**src/rtl/whack_detector.sv**
```systemverilog
// Scores button strikes against raised moles; counts hits, misses and (with WHACK_ESCAPE_COUNT_EN) escapes.
// All outputs are registered one cycle after the sampled inputs; DONE freezes scoring until clear.
module whack_detector #(
  parameter int NUM_HOLES   = 18,
  parameter int SCORE_WIDTH = 10,
  parameter int MISS_WIDTH  = 6,
  parameter int MAX_MISSES  = 20
) (
  input  logic                   clk,
  input  logic                   rst_n,
  input  logic [NUM_HOLES-1:0]   mole_positions,
  input  logic [NUM_HOLES-1:0]   buttons,
  input  logic                   clear,
  output logic [NUM_HOLES-1:0]   moles_live,
  output logic                   hit_pulse,
  output logic                   miss_pulse,
  output logic [SCORE_WIDTH-1:0] score,
  output logic [MISS_WIDTH-1:0]  misses,
  output logic [SCORE_WIDTH-1:0] escapes,
  output logic                   game_over
);

  typedef enum logic [1:0] {IDLE = 2'd0, UP = 2'd1, DONE = 2'd2} state_t;

  localparam logic [31:0] SCORE_SAT = 32'(2**SCORE_WIDTH - 1);
  localparam logic [31:0] MISS_LIM  = 32'(MAX_MISSES);

  function automatic logic [31:0] popcnt(input logic [NUM_HOLES-1:0] v);
    popcnt = '0;
    for (int i = 0; i < NUM_HOLES; i++) popcnt = popcnt + 32'(v[i]);
  endfunction

  state_t                 state_q, state_d;
  logic [NUM_HOLES-1:0]   prev_pos_q, prev_pos_d, prev_btn_q, prev_btn_d;
  logic [NUM_HOLES-1:0]   whacked_q, whacked_d, live_q, live_d;
  logic [SCORE_WIDTH-1:0] score_q, score_d, score_nxt;
  logic [MISS_WIDTH-1:0]  misses_q, misses_d, misses_nxt;
  logic                   hit_q, hit_d, miss_q, miss_d;

  logic [NUM_HOLES-1:0]   press, base, live_now, hits, miss_set;
  logic                   changed, miss_limit;
  logic [31:0]            score_sum, miss_sum;

  always_comb begin
    press      = buttons & ~prev_btn_q;
    changed    = (mole_positions != prev_pos_q);
    // A new wave forgets which moles were already struck.
    base       = changed ? '0 : whacked_q;
    live_now   = mole_positions & ~base;
    hits       = press & live_now;
    miss_set   = press & ~live_now;
    score_sum  = 32'(score_q) + popcnt(hits);
    miss_sum   = 32'(misses_q) + popcnt(miss_set);
    score_nxt  = (score_sum > SCORE_SAT) ? '1 : score_sum[SCORE_WIDTH-1:0];
    miss_limit = (miss_sum >= MISS_LIM);
    misses_nxt = miss_limit ? MISS_LIM[MISS_WIDTH-1:0] : miss_sum[MISS_WIDTH-1:0];
  end

  always_comb begin
    prev_pos_d = mole_positions;
    prev_btn_d = buttons;
    whacked_d  = whacked_q;
    score_d    = score_q;
    misses_d   = misses_q;
    live_d     = '0;
    hit_d      = 1'b0;
    miss_d     = 1'b0;
    if (clear) begin
      whacked_d = '0;
      score_d   = '0;
      misses_d  = '0;
    end else if (state_q != DONE) begin
      whacked_d = base | hits;
      score_d   = score_nxt;
      misses_d  = misses_nxt;
      live_d    = live_now & ~hits;
      hit_d     = |hits;
      miss_d    = |miss_set;
    end
  end

  always_comb begin
    state_d = state_q;
    case (state_q)
      IDLE, UP: begin
        if (miss_limit)                state_d = DONE;
        else if (mole_positions != '0) state_d = UP;
        else                           state_d = IDLE;
      end
      DONE:    state_d = DONE;
      default: state_d = IDLE;
    endcase
    if (clear) state_d = IDLE;
  end

  always_comb begin
    game_over = (state_q == DONE);
  end

  always_ff @(posedge clk or negedge rst_n) begin
    if (!rst_n) begin
      state_q    <= IDLE;
      prev_pos_q <= '0;
      prev_btn_q <= '1;
      whacked_q  <= '0;
      live_q     <= '0;
      score_q    <= '0;
      misses_q   <= '0;
      hit_q      <= 1'b0;
      miss_q     <= 1'b0;
    end else begin
      state_q    <= state_d;
      prev_pos_q <= prev_pos_d;
      prev_btn_q <= prev_btn_d;
      whacked_q  <= whacked_d;
      live_q     <= live_d;
      score_q    <= score_d;
      misses_q   <= misses_d;
      hit_q      <= hit_d;
      miss_q     <= miss_d;
    end
  end

`ifdef WHACK_ESCAPE_COUNT_EN
  logic [SCORE_WIDTH-1:0] escapes_q, escapes_d;
  logic [31:0]            esc_sum;

  // Moles of the outgoing wave that were never struck escaped.
  always_comb begin
    esc_sum   = 32'(escapes_q) +
                ((changed && prev_pos_q != '0) ? popcnt(prev_pos_q & ~whacked_q) : 32'd0);
    escapes_d = escapes_q;
    if (clear)                escapes_d = '0;
    else if (state_q != DONE) escapes_d = (esc_sum > SCORE_SAT) ? '1 : esc_sum[SCORE_WIDTH-1:0];
  end

  always_ff @(posedge clk or negedge rst_n) begin
    if (!rst_n) escapes_q <= '0;
    else        escapes_q <= escapes_d;
  end

  assign escapes = escapes_q;
`else
  assign escapes = '0;
`endif

  assign moles_live = live_q;
  assign hit_pulse  = hit_q;
  assign miss_pulse = miss_q;
  assign score      = score_q;
  assign misses     = misses_q;

endmodule
```
**config.mk**
```make
export PLATFORM = sky130hd
export DESIGN_NAME = whack_detector
export DESIGN_NICKNAME = d
export VERILOG_FILES = /design/src/rtl/whack_detector.sv
export SDC_FILE = /design/constraint.sdc
export NUM_CORES = 1
export LEC_CHECK = 0
export CAP_MARGIN = 5
export CORE_UTILIZATION = 27
export CTS_BUF_LIST = sky130_fd_sc_hd__clkbuf_4
export DETAILED_ROUTE_END_ITERATION = 8
export SKIP_LAST_GASP = 1
export SYNTH_ARGS = -nofsm -noshare
export SYNTH_HDL_FRONTEND = slang
export SYNTH_SLANG_ARGS = --single-unit
```
**constraint.sdc**
```tcl
create_clock -name clk -period 8.1 [get_ports clk]
set_input_delay 1.62 -clock clk [delete_from_list [all_inputs] [get_ports clk]]
set_output_delay 1.62 -clock clk [all_outputs]
set_load 0.02 [all_outputs]
```
==> metrics <==
die height 142 um; CTS tree yes; DRT Wirelength 14,000 um; largest net degree at the start of global routing 49; r2r startpoint prev_pos_q[12]$_DFF_PN0_; Switching Fraction 0.367; Setup crit start kind input port; clk slew on worst S/H paths 0.13 ns; worst setup path end misses[1]$_DFFE_PN0P_; Post-Synthesis Cells 515; critical path class in2reg; GRT overflow 0; Combinational Power Share 0.406; Worst R2R Path Depth 24; Non-Filler Instances 883; RePlAce Congestion 0.841; pre-CTS setup slack -0.119 ns; wire per inst 15.8 um; Worst VDD drop 0.132 mV; die width 142 um; DR pass1 iterations 5; HPWL Detailed 10,800 um; Final Core Density 0.351; Crit path arrival time 8.09 ns; PnR worst setup slack 0.418 ns; dpl cells 868; Critical R2R Capture misses[1]$_DFFE_PN0P_; Core Box Area 19,000 um2; setup bufs post-CTS 0; Required @ worst endpoint 8.51 ns; Flop pwr share 0.400; clock tree buffer depth 2; Skew-Pair Late Insertion Delay 0.48 ns; CTS root buf clkbuf_4; clk_skew 0.0241 ns; RSZ-0062 raised after global routing false; Max Cap Viol 0; ranking of synthesized cells by area dfrtp_1 35%, fa_1 9.8%, dfstp_2 8.9%; Seq/Total Area, Yosys 0.438; initial antenna violation count 0; min Tclk post-route 7.68 ns; Tcrit/Tclk final 0.948; Int Pwr 0.000845 W; Yosys top cell area share 0.349; EDFF count, synth 0; io pins 86; commonest cells after routing, fill and taps aside 74 x dfrtp_1, 74 x clkdlybuf4s50_1, 57 x inv_1, 46 x nand2_1, 34 x buf_4; Starting Density 0.280; number of CTS-inserted buffers 9; crit path from mole_positions[10]; number of global-route vias before repair 4,165; Power Density 200 nW/um2; Ys Warns 0; H-tree depth 3; Clk pwr share 0.194; ys flop type dfrtp_1; synthesized area 5310 um2; row count 50; buffers added on ports 75; status completed; async set-reset flop share out of synthesis 1.00; Avg Inst Size Synth 10.3 um2; Yosys top cell by area dfrtp_1; Nets 710; DRT iter0 DRCs 223; CTS sink cnt 92; Seq cells post-synth 92; DRC errors left 0; DR vias/cell 4.56; HP Class reg2reg; relative slew slack 0.362; Yosys cell types 54; max-slew violations 0; P_sw 0.000489 W; Worst-Margin Slew 0.958 ns; Reg2Reg Setup Slack 1.67 ns; Final Hold Fails 0; CP Capture Type register; crit-path max FO 6; Final Setup Violations 0; hold buffers post-CTS 0; WHS 0.495 ns; Layout area overhead 25.5%; n_diodes 0; die area 20,200 um2; Overall Global Routing Usage 0.148; global-route wire length before repair 22,500 um; Routed Antenna Nets 0; vias after detailed routing 4,029; Post-CTS Resized 0; share of layout cells above drive strength 1 0.124; Fmax achieved 130 MHz; static leakage 2.98 nW
[cell families after synthesis]
family                     count (synthesis)  share of synthesized area
muxes                                      2                    0.00424
buffers and inverters                     83                     0.0698
AOI/OAI and AO/OA                         96                      0.127
DFF                                       92                      0.438
xor gates and xnor gates                  22                     0.0363
adders and majority gates                 52                      0.159
and+or+nand+nor                          167                      0.165
other                                      1                   0.000707
[critical path: stages]
cell	delay, ns
clkdlybuf4s50_1	0.53
xnor2_1	0.13
nand4_1	0.16
nor3_4	0.31
and2_0	0.23
nand2_1	0.07
nand2_1	0.10
nand2_1	0.10
fa_1	0.55
inv_1	0.06
fa_1	0.50
inv_1	0.06
fa_1	0.49
fa_1	0.53
inv_1	0.06
fa_1	0.45
inv_1	0.10
fa_1	0.19
inv_1	0.05
fa_1	0.40
a21oi_1	0.21
nand4b_1	0.11
a211oi_1	0.25
a211oi_1	0.14
a2111oi_4	0.37
nand3_1	0.16
a21oi_1	0.18
[how the worst min path moves through the flow]
stage,end,depth (start not counted),from
global placement,state_q[0]$_DFF_PN0_,1,state_q[1]$_DFF_PN0_
detailed placement,state_q[0]$_DFF_PN0_,1,state_q[1]$_DFF_PN0_
finish,state_q[0]$_DFF_PN0_,1,state_q[1]$_DFF_PN0_
floorplan,state_q[0]$_DFF_PN0_,1,state_q[1]$_DFF_PN0_
CTS,state_q[0]$_DFF_PN0_,1,state_q[1]$_DFF_PN0_
global route,state_q[0]$_DFF_PN0_,1,state_q[1]$_DFF_PN0_
[cell usage after synthesis, drive strengths merged (9+ instances only)]
master,count
nand2b,14
nor2b,25
nand3,9
nor2,27
inv,58
and3,9
xnor2,17
dfrtp,74
a31oi,20
nor3,13
buf,18
a21oi,14
ha,26
a211oi,9
o21ai,21
fa,26
nand2,46
dfstp,18
[layer usage]
layer  track usage  share of wire  up-vias
met5             0              0        -
li1              -              -     1944
met3        0.0323          0.048       14
met1         0.205           0.49     1948
met2         0.229           0.45      123
met4        0.0487          0.015        0
[final cells by class]
cell class              count  area, um2
fillers                  1921      12300
multi-input cells         349       2650
flip-flops and latches     92       2320
repair buffers            109       1010
well taps                 260        325
inverters                  58        218
clock buffers              11       82.6
clock inverters             4       51.3
[state kept, by name, summed over array words and instances (netlist names)]
name and flops:
state_q 2, prev_pos_q 18, moles_live 18, score 10
miss_pulse 1, whacked_q 18, hit_pulse 1, prev_btn_q 18
misses 6
[stage by stage]
step | TNS (ns) | power [W] | cell area [um2]
after floorplan | 0 | 0.000881 | 5340
after global placement | -0.0243 | 0.00107 | 6520
after detailed placement | -0.293 | 0.00108 | 6520
after CTS | 0 | 0.00135 | 6650
after global routing | 0 | 0.00144 | 6660
final | 0 | 0.00133 | 6660
[power by group through the flow]
stage / clock [W] / combinational [W] / sequential, W
after floorplan: 0 / 0.000321 / 0.000560
after global placement: 0 / 0.000531 / 0.000541
after detailed placement: 0 / 0.000536 / 0.000540
after CTS: 0.000272 / 0.000546 / 0.000532
after global routing: 0.000290 / 0.000617 / 0.000537
final: 0.000259 / 0.000542 / 0.000533
(Power assumes the default switching activity.)
